--- src/rtl/ps2_pkg.sv ---
// Shared PS/2 definitions: transmitter state encoding, default timing and
// the command/response bytes exchanged with the keyboard.
package ps2_pkg;

  typedef enum logic [2:0] {
    ST_IDLE,
    ST_INHIBIT,
    ST_SEND,
    ST_ACK,
    ST_WAIT_IDLE,
    ST_DONE,
    ST_ERR
  } ps2_tx_state_e;

  // 100 us clock-low inhibit and 15 ms ACK timeout at 50 MHz.
  localparam int unsigned PS2_INHIBIT_CYCLES = 5000;
  localparam int unsigned PS2_TIMEOUT_CYCLES = 750000;

  localparam logic [7:0] PS2_CMD_SET_LEDS = 8'hED;
  localparam logic [7:0] PS2_CMD_ENABLE   = 8'hF4;
  localparam logic [7:0] PS2_CMD_RESET    = 8'hFF;
  localparam logic [7:0] PS2_ACK_BYTE     = 8'hFA;

  function automatic logic ps2_odd_parity(input logic [7:0] b);
    return ~^b;
  endfunction

endpackage

--- src/rtl/ps2_sync_edge.sv ---
// Two-flop synchroniser for the PS/2 clock and data pins plus a registered
// falling-edge detector on the clock; shared by the receive and transmit paths.
module ps2_sync_edge (
  input  logic clk,
  input  logic rst,
  input  logic ps2_clk_i,
  input  logic ps2_dat_i,
  output logic clk_sync_o,
  output logic dat_sync_o,
  output logic fall_o
);

  logic [1:0] clk_ff_q;
  logic [1:0] dat_ff_q;
  logic       clk_prev_q;

  // Idle bus is high; resetting to 1 prevents a spurious fall after reset.
  always_ff @(posedge clk or posedge rst) begin
    if (rst) begin
      clk_ff_q   <= '1;
      dat_ff_q   <= '1;
      clk_prev_q <= 1'b1;
    end else begin
      clk_ff_q   <= {clk_ff_q[0], ps2_clk_i};
      dat_ff_q   <= {dat_ff_q[0], ps2_dat_i};
      clk_prev_q <= clk_ff_q[1];
    end
  end

  assign clk_sync_o = clk_ff_q[1];
  assign dat_sync_o = dat_ff_q[1];
  assign fall_o     = clk_prev_q & ~clk_ff_q[1];

endmodule

--- src/rtl/ps2_host_tx.sv ---
// PS/2 host-to-device command transmitter (inhibit, start, 8 data, odd parity,
// stop, ACK). Define PS2_TX_TIMEOUT_EN to add the clock-release-to-ACK timeout.
module ps2_host_tx
  import ps2_pkg::*;
#(
  parameter int unsigned INHIBIT_CYCLES = PS2_INHIBIT_CYCLES,
  parameter int unsigned TIMEOUT_CYCLES = PS2_TIMEOUT_CYCLES
) (
  input  logic       CLOCK_50,
  input  logic       reset,
  input  logic [7:0] tx_data,
  input  logic       tx_valid,
  output logic       tx_ready,
  output logic       done,
  output logic       error,
  input  logic       ps2_clk_in,
  input  logic       ps2_dat_in,
  output logic       ps2_clk_oe,
  output logic       ps2_dat_oe
);

  localparam int unsigned INH_W = $clog2(INHIBIT_CYCLES + 1);
  localparam logic [INH_W-1:0] INH_LAST = INH_W'(INHIBIT_CYCLES - 1);

  if (INHIBIT_CYCLES < 1 || TIMEOUT_CYCLES < 1) begin : g_cfg_check
    $error("ps2_host_tx: INHIBIT_CYCLES and TIMEOUT_CYCLES must be nonzero");
  end

  ps2_tx_state_e    state_q, state_d;
  logic [INH_W-1:0] inh_q, inh_d;
  logic [3:0]       bit_q, bit_d;
  logic [7:0]       data_q, data_d;
  logic             par_q, par_d;
  logic             clk_oe_q, clk_oe_d;
  logic             dat_oe_q, dat_oe_d;
  logic             clk_s, dat_s, fall;
  logic             timeout_hit;

  ps2_sync_edge u_sync (
    .clk        (CLOCK_50),
    .rst        (reset),
    .ps2_clk_i  (ps2_clk_in),
    .ps2_dat_i  (ps2_dat_in),
    .clk_sync_o (clk_s),
    .dat_sync_o (dat_s),
    .fall_o     (fall)
  );

`ifdef PS2_TX_TIMEOUT_EN
  localparam int unsigned TO_W = $clog2(TIMEOUT_CYCLES + 1);
  localparam logic [TO_W-1:0] TO_LAST = TO_W'(TIMEOUT_CYCLES - 1);
  localparam logic [TO_W-1:0] TO_MAX  = TO_W'(TIMEOUT_CYCLES);

  logic [TO_W-1:0] to_q, to_d;
  logic            to_active;

  assign to_active = (state_q == ST_SEND) || (state_q == ST_ACK);

  // Held at zero outside SEND/ACK, so it restarts at clock release; saturates.
  always_comb begin
    to_d = '0;
    if (to_active) begin
      to_d = (to_q == TO_MAX) ? to_q : to_q + 1'b1;
    end
  end

  always_ff @(posedge CLOCK_50 or posedge reset) begin
    if (reset) begin
      to_q <= '0;
    end else begin
      to_q <= to_d;
    end
  end

  // Hit on the last counted cycle so ERR appears TIMEOUT_CYCLES after release.
  assign timeout_hit = to_active && (to_q >= TO_LAST);
`else
  assign timeout_hit = 1'b0;
`endif

  always_comb begin
    state_d  = state_q;
    inh_d    = inh_q;
    bit_d    = bit_q;
    data_d   = data_q;
    par_d    = par_q;
    clk_oe_d = clk_oe_q;
    dat_oe_d = dat_oe_q;

    unique case (state_q)
      ST_IDLE: begin
        clk_oe_d = 1'b0;
        dat_oe_d = 1'b0;
        if (tx_valid) begin
          data_d   = tx_data;
          par_d    = ps2_odd_parity(tx_data);
          inh_d    = '0;
          clk_oe_d = 1'b1;
          state_d  = ST_INHIBIT;
        end
      end
      ST_INHIBIT: begin
        if (inh_q == INH_LAST) begin
          clk_oe_d = 1'b0;
          dat_oe_d = 1'b1;
          bit_d    = '0;
          state_d  = ST_SEND;
        end else begin
          inh_d = inh_q + 1'b1;
        end
      end
      ST_SEND: begin
        if (fall) begin
          bit_d = bit_q + 1'b1;
          if (bit_q < 4'd8) begin
            dat_oe_d = ~data_q[bit_q[2:0]];
          end else if (bit_q == 4'd8) begin
            dat_oe_d = ~par_q;
          end else begin
            dat_oe_d = 1'b0;
            state_d  = ST_ACK;
          end
        end
      end
      ST_ACK: begin
        if (fall) begin
          state_d = dat_s ? ST_ERR : ST_WAIT_IDLE;
        end
      end
      ST_WAIT_IDLE: begin
        if (clk_s && dat_s) begin
          state_d = ST_DONE;
        end
      end
      ST_DONE: state_d = ST_IDLE;
      ST_ERR:  state_d = ST_IDLE;
      default: state_d = ST_IDLE;
    endcase

    if (timeout_hit) begin
      state_d  = ST_ERR;
      clk_oe_d = 1'b0;
      dat_oe_d = 1'b0;
    end
  end

  always_ff @(posedge CLOCK_50 or posedge reset) begin
    if (reset) begin
      state_q  <= ST_IDLE;
      inh_q    <= '0;
      bit_q    <= '0;
      data_q   <= '0;
      par_q    <= 1'b0;
      clk_oe_q <= 1'b0;
      dat_oe_q <= 1'b0;
    end else begin
      state_q  <= state_d;
      inh_q    <= inh_d;
      bit_q    <= bit_d;
      data_q   <= data_d;
      par_q    <= par_d;
      clk_oe_q <= clk_oe_d;
      dat_oe_q <= dat_oe_d;
    end
  end

  assign tx_ready   = (state_q == ST_IDLE);
  assign done       = (state_q == ST_DONE);
  assign error      = (state_q == ST_ERR);
  assign ps2_clk_oe = clk_oe_q;
  assign ps2_dat_oe = dat_oe_q;

endmodule

--- config.mk ---
export PLATFORM = sky130hd
export DESIGN_NAME = ps2_host_tx
export DESIGN_NICKNAME = d
export VERILOG_FILES = /design/src/rtl/ps2_pkg.sv /design/src/rtl/ps2_sync_edge.sv /design/src/rtl/ps2_host_tx.sv
export SDC_FILE = /design/constraint.sdc
export NUM_CORES = 1
export LEC_CHECK = 0
export CAP_MARGIN = 40
export CORE_MARGIN = 2
export CORE_UTILIZATION = 30
export DETAILED_ROUTE_END_ITERATION = 8
export PLACE_DENSITY_LB_ADDON = 0.05
export SLEW_MARGIN = 20
export SYNTH_ARGS = -nofsm -noshare
export SYNTH_HDL_FRONTEND = slang
export SYNTH_SLANG_ARGS = --single-unit
--- constraint.sdc ---
create_clock -name CLOCK_50 -period 3.05 [get_ports CLOCK_50]
set_clock_uncertainty 0.1 [all_clocks]
set_input_delay 0.7625 -clock CLOCK_50 [delete_from_list [all_inputs] [get_ports CLOCK_50]]
set_output_delay 0.7625 -clock CLOCK_50 [all_outputs]
set_load 0.005 [all_outputs]
==> metrics, run 1 <==
ports placed on the boundary=18; count of unresolved DRC violations after routing=0; final count of hold timing violations=0; result of the run=complete, no violations; Avg Synthesized Cell Area=9.73 um^2; RSZ-0062 raised after global routing=no; maximum vdd drop=0.330 mV; share of async-settable or async-resettable flops after synthesis=1.00; compound-gate portion of the synthesized area=0.123; clock slew seen by the registers of the worst setup and hold paths=0.07 ns; number of antenna violations at the first check in global routing=0; worst slew margin relative to its limit=0.593; data arrival time of the critical path=1.87 ns; Syn Nets=213; clock tree sinks=36; vias in the first global route=1439; leakage dissipation=0.932 nW; primary flip-flop cell chosen by synthesis mapping=dfrtp_1; Gate power share=0.328; number of standard cells after synthesis=197; deepest clock path buffer count=2; hold-fix buffers at CTS=0; main combinational cell family by area after synthesis=simple AND/OR/NAND/NOR gates; library cell used as clock root buffer=clkbuf_8; internal power consumption=1.11 mW; number of post-CTS setup repair buffers=0; number of design-rule violations left by the first detailed-router iteration=28; global-route wire length before repair=6.82 mm; number of H-tree levels=2; Core Area=6280 um^2; max-cap violation count=0; aggregate negative setup slack=0 ns; fraction of the yosys area taken by sequential cells=0.473; Congestion Overflow GR=0; slew of the pin with the lowest slew margin=0.610 ns; die height=83.9 um; clock latency on the worst-skew pair=0.29 ns; count of different cell masters after synthesis=45; wirelength, routed=3.95 mm; Placed Instance Area=2140 um^2; WP data required=2.19 ns; Setup crit start kind=flop; CTS resizes=0; share of cells above drive strength 1=0.116; clock network fraction of design power=0.185; Post-synth EDFFs=0; class of the most critical setup path=reg2out; mux contribution to synthesized area=0.0261; largest net degree at the start of global routing=37; adder-cell share of the synthesized area=0.0196; total of endpoints with negative setup slack in the final report=0; Synth warnings=0; final net count=231; GRT Overall Usage=0.121; synthesized flop and latch total=36; period utilisation layout=0.895; cts bufs inserted=5; DR vias=1418; antenna-violating nets left=0; net load switching power=661 uW; RD Place Congestion=0.779; xor/xnor share of the synthesized area=0.0685; vias per inst=4.84; Finished Cell Area=2230 um^2; summed instance area of the synthesized netlist=1920 um^2; detail-routed net length per standard cell=13.5 um; P per Cell Area=796 nW/um^2; # port buffers=17; nature of the critical path endpoint=primary output; number of diodes added for antenna fixing=0; horizontal die dimension=83.9 um; min cycle time layout=2.73 ns; TritonRoute pass-1 iters=5; synthesized-area fraction occupied by and/or/nand/nor cells=0.240; Initial Utilization=0.305; critical-path maximum fanout=16; die footprint=7050 um^2; clock tree from TritonCTS=yes; number of slew-limit violations in the final report=0; cell row count=29; Detailed Place HPWL=2.85 mm; Fmax achieved=366 MHz; switch share=0.372; sequential group share of total power=0.487; class of the tightest hold or removal check=reg2reg; Layout Area Growth over Synthesis=16.4%
[stage by stage]
stage	setup slack, ns	hold WS [ns]	utilization	instances	total power [mW]
2_1_floorplan	1.15	0.245	-	197	1.29
3_3_place_gp	0.547	0.246	0.342	285	1.45
3_5_place_dp	0.483	0.247	0.342	285	1.46
4_1_cts	0.169	0.258	0.355	293	1.81
5_1_grt	0.214	0.262	0.355	293	1.93
6_report	0.319	0.258	0.355	293	1.78
[worst max-delay path, cell delays in order, from the launching register on]
cell and delay [ns]:
dfrtp_1 0.68, inv_1 0.17, nor3b_1 0.20, clkdlybuf4s50_1 0.53
[kinds of logic after synthesis]
family          Yosys count
fa+ha+maj                 3
mux                       5
flops                    36
buf+inv                  18
compound gates           30
simple gates             90
xor+xnor                 15
[layout by cell type, fill, tap and decap left out, types with 4 or more instances in the layout]
master	netlist	layout
mux2i_1	5	5
a21oi_1	4	4
o21ai_0	6	6
clkdlybuf4s50_1	0	17
nand3_1	9	9
dfrtp_1	31	31
nor2_1	12	12
nor4_1	5	5
nand4_1	5	5
dfstp_2	5	5
xor2_1	4	4
xnor2_1	11	11
nand2_1	36	36
inv_1	9	9
clkbuf_8	0	5
[area by class of cell]
class | instances | area (um^2)
Multi-Input combinational cell | 143 | 920
Clock inverter | 1 | 5.00
Inverter | 9 | 33.8
Clock buffer | 7 | 76.3
Timing Repair Buffer | 20 | 193
Tap cell | 77 | 96.3
Fill cell | 664 | 4050
Sequential cell | 36 | 907
[sequential cells by signal, summed over array words and instances, names as in the netlist]
| signal | cells |
|---|---|
| ps2_clk_oe | 1 |
| data_q | 8 |
| inh_q | 13 |
| par_q | 1 |
| u_sync.clk_ff_q | 2 |
| u_sync.dat_ff_q | 2 |
| ps2_dat_oe | 1 |
| bit_q | 4 |
| state_q | 3 |
| u_sync.clk_prev_q | 1 |
[synthesized netlist by cell type (3+ instances only)]
cell type | instances | area (um^2)
nand2_1 | 36 | 135
dfrtp_1 | 31 | 776
nor2_1 | 12 | 45.0
xnor2_1 | 11 | 96.3
inv_1 | 9 | 33.8
nand3_1 | 9 | 45.0
o21ai_0 | 6 | 30.0
dfstp_2 | 5 | 131
mux2i_1 | 5 | 50.1
nand4_1 | 5 | 31.3
nor4_1 | 5 | 31.3
a21oi_1 | 4 | 20.0
clkbuf_1 | 4 | 15.0
xor2_1 | 4 | 35.0
a21oi_2 | 3 | 26.3
and3_1 | 3 | 18.8
buf_6 | 3 | 33.8
ha_1 | 3 | 37.5
nor2b_1 | 3 | 18.8
nor3_1 | 3 | 15.0
o211ai_1 | 3 | 22.5
o31ai_1 | 3 | 22.5
or3_1 | 3 | 18.8
[final timing paths]
path | startpoint | end | slack [ns] | cells after the start
min | u_sync.dat_ff_q[0]$_DFF_PP1_ | u_sync.dat_ff_q[1]$_DFF_PP1_ | 0.26 | 0
max reg2reg | inh_q[10]$_DFFE_PP0P_ | state_q[1]$_DFFE_PP0P_ | 0.91 | 5
max in group asynchronous | reset | u_sync.dat_ff_q[1]$_DFF_PP1_ | 1.73 | 3
min reg2reg | u_sync.dat_ff_q[0]$_DFF_PP1_ | u_sync.dat_ff_q[1]$_DFF_PP1_ | 0.26 | 0
min in group asynchronous | reset | inh_q[11]$_DFFE_PP0P_ | 0.77 | 3
max | state_q[1]$_DFFE_PP0P_ | error | 0.32 | 3
[power by group through the flow]
stage	registers [mW]	logic, mW	clock network, mW
final	0.865	0.583	0.328
after global routing	0.895	0.666	0.368
after CTS	0.863	0.597	0.346
after detailed placement	0.871	0.592	0
after global placement	0.868	0.587	0
after floorplan	0.781	0.505	0
[layer usage]
layer  vias up  GRT usage  wire, um
met2        13      0.204      1970
li1        718          -         -
met3         5     0.0356        94
met1       682      0.150      1840
met5         -          0         0
met4         0     0.0352        51
No activity file was read; power rests on OpenSTA's default activity.
==> run 2, diff against run 1 <==
- CORE_MARGIN: 2 -> 4
==> metrics, run 2 (synthesized netlist as in run 1, its figures left out) <==
result of the run=complete, no violations; global-route wire length before repair=7.00 mm; Gate power share=0.313; detailed route wirelength on metal2=2.10 mm; Setup crit start kind=flop; die footprint=7730 um^2; library cell used as clock root buffer=clkbuf_8; clock tree sinks=36; count of unresolved DRC violations after routing=0; leading cell types in the layout, fill and taps excluded=nand2_1, dfrtp_1, clkdlybuf4s50_1; Layout Area Growth over Synthesis=17.6%; Placed Cells=283; ports placed on the boundary=18; delay-heaviest family, CP=buffers and inverters; worst setup slack before clock tree synthesis=0.640 ns; largest registers=inh_q (13), data_q (8), bit_q (4); vias per inst=4.90; TritonRoute pass-1 iters=4; vias in the first global route=1458; wire length on met3=114 um; Finished Cell Area=2250 um^2; clock network fraction of design power=0.227; min cycle time layout=2.70 ns; period utilisation layout=0.887; highest metal layer used by the detailed router=met4; Detailed Place HPWL=2.95 mm; number of post-CTS setup repair buffers=0; clock tree from TritonCTS=yes; hold-fix buffers at CTS=0; RSZ-0062 raised after global routing=no; Total Power Consumption=1.88 mW; antenna-violating nets left=0; CTS resizes=0; GRT Overall Usage=0.119; Post-Layout Cell Count=291; Placed Instance Area=2140 um^2; clock slew seen by the registers of the worst setup and hold paths=0.08 ns; total of endpoints with negative setup slack in the final report=0; top register by number of flip-flops=inh_q; cell row count=28; number of design-rule violations left by the first detailed-router iteration=79; Seq. cell area=907 um^2; Fmax achieved=370 MHz; data arrival time of the critical path=1.84 ns; number of diodes added for antenna fixing=0; class of the most critical setup path=reg2out; aggregate negative setup slack=0 ns; cts bufs inserted=5; fill cell total of the finished layout=597; RD Place Congestion=0.825; worst slew margin relative to its limit=0.589; Initial Utilization=0.316; number of flip-flops under the largest register name=13; Multi-input gate area=915 um^2; maximum cell stage delay along the critical path=0.66 ns; final net count=231; leakage dissipation=0.940 nW; final count of hold timing violations=0; wire length the detailed router placed on met1=1.80 mm; library cell contributing the largest single delay on the critical path=dfrtp_1; detail-routed net length per standard cell=14.0 um; final core utilization=0.372; critical-path maximum fanout=16; max-cap violation count=0; worst-path cell chain=inv_1, nor3b_1, clkdlybuf4s50_1; Setup WS post-layout=0.346 ns; most common library cell in the layout ignoring fill and taps=nand2_1; Core Area=6060 um^2; share of cells above drive strength 1=0.120; class of the tightest hold or removal check=reg2reg; switch share=0.362; maximum vdd drop=0.356 mV; sequential group share of total power=0.459; final worst hold slack=0.258 ns; clock latency on the worst-skew pair=0.29 ns; wirelength, routed=4.08 mm; # port buffers=17; die height=87.9 um; number of antenna violations at the first check in global routing=0; horizontal die dimension=87.9 um; number of H-tree levels=2; P per Cell Area=835 nW/um^2; number of slew-limit violations in the final report=0; slew of the pin with the lowest slew margin=0.617 ns; deepest clock path buffer count=2; largest net degree at the start of global routing=37; WP buf/inv=2; internal power consumption=1.20 mW; net load switching power=682 uW; nature of the critical path endpoint=primary output; DR vias=1425; Congestion Overflow GR=0; WP data required=2.19 ns
-- run 2: path summary, 6_finish.rpt --
kind	start	to	slack, ns	cells after the start
max	state_q[1]$_DFFE_PP0P_	error	0.35	3
min	u_sync.dat_ff_q[0]$_DFF_PP1_	u_sync.dat_ff_q[1]$_DFF_PP1_	0.26	0
max reg2reg	inh_q[10]$_DFFE_PP0P_	inh_q[2]$_DFFE_PP0P_	0.87	5
min reg2reg	u_sync.dat_ff_q[0]$_DFF_PP1_	u_sync.dat_ff_q[1]$_DFF_PP1_	0.26	0
max in group asynchronous	reset	u_sync.dat_ff_q[0]$_DFF_PP1_	1.72	3
min in group asynchronous	reset	inh_q[9]$_DFFE_PP0P_	0.78	3
-- run 2: routing by layer --
metal,vias up,GRT usage
li1,722,-
met1,685,0.134
met2,13,0.208
met3,5,0.0395
met4,0,0.0474
met5,-,0
-- run 2: layout make-up --
type	instances	area share
clock inverter	3	0.0189
inverter	9	0.0150
sequential	36	0.403
tap	75	0.0416
clock buffer	5	0.0305
multi-input combinational	143	0.406
timing repair buffer	20	0.0855
-- run 2: power groups by stage --
stage / Sequential, mW / Clock, mW / Combinational (mW)
global placement: 0.868 / 0 / 0.590
floorplan: 0.781 / 0 / 0.505
detailed placement: 0.872 / 0 / 0.599
CTS: 0.864 / 0.442 / 0.603
finish: 0.864 / 0.428 / 0.589
global route: 0.898 / 0.463 / 0.676
==> run 3, diff against run 2 <==
- HOLD_SLACK_MARGIN: default -> 0.12
==> results of run 3 <==
Final layout, timing and power as in run 2 (identical DEF).
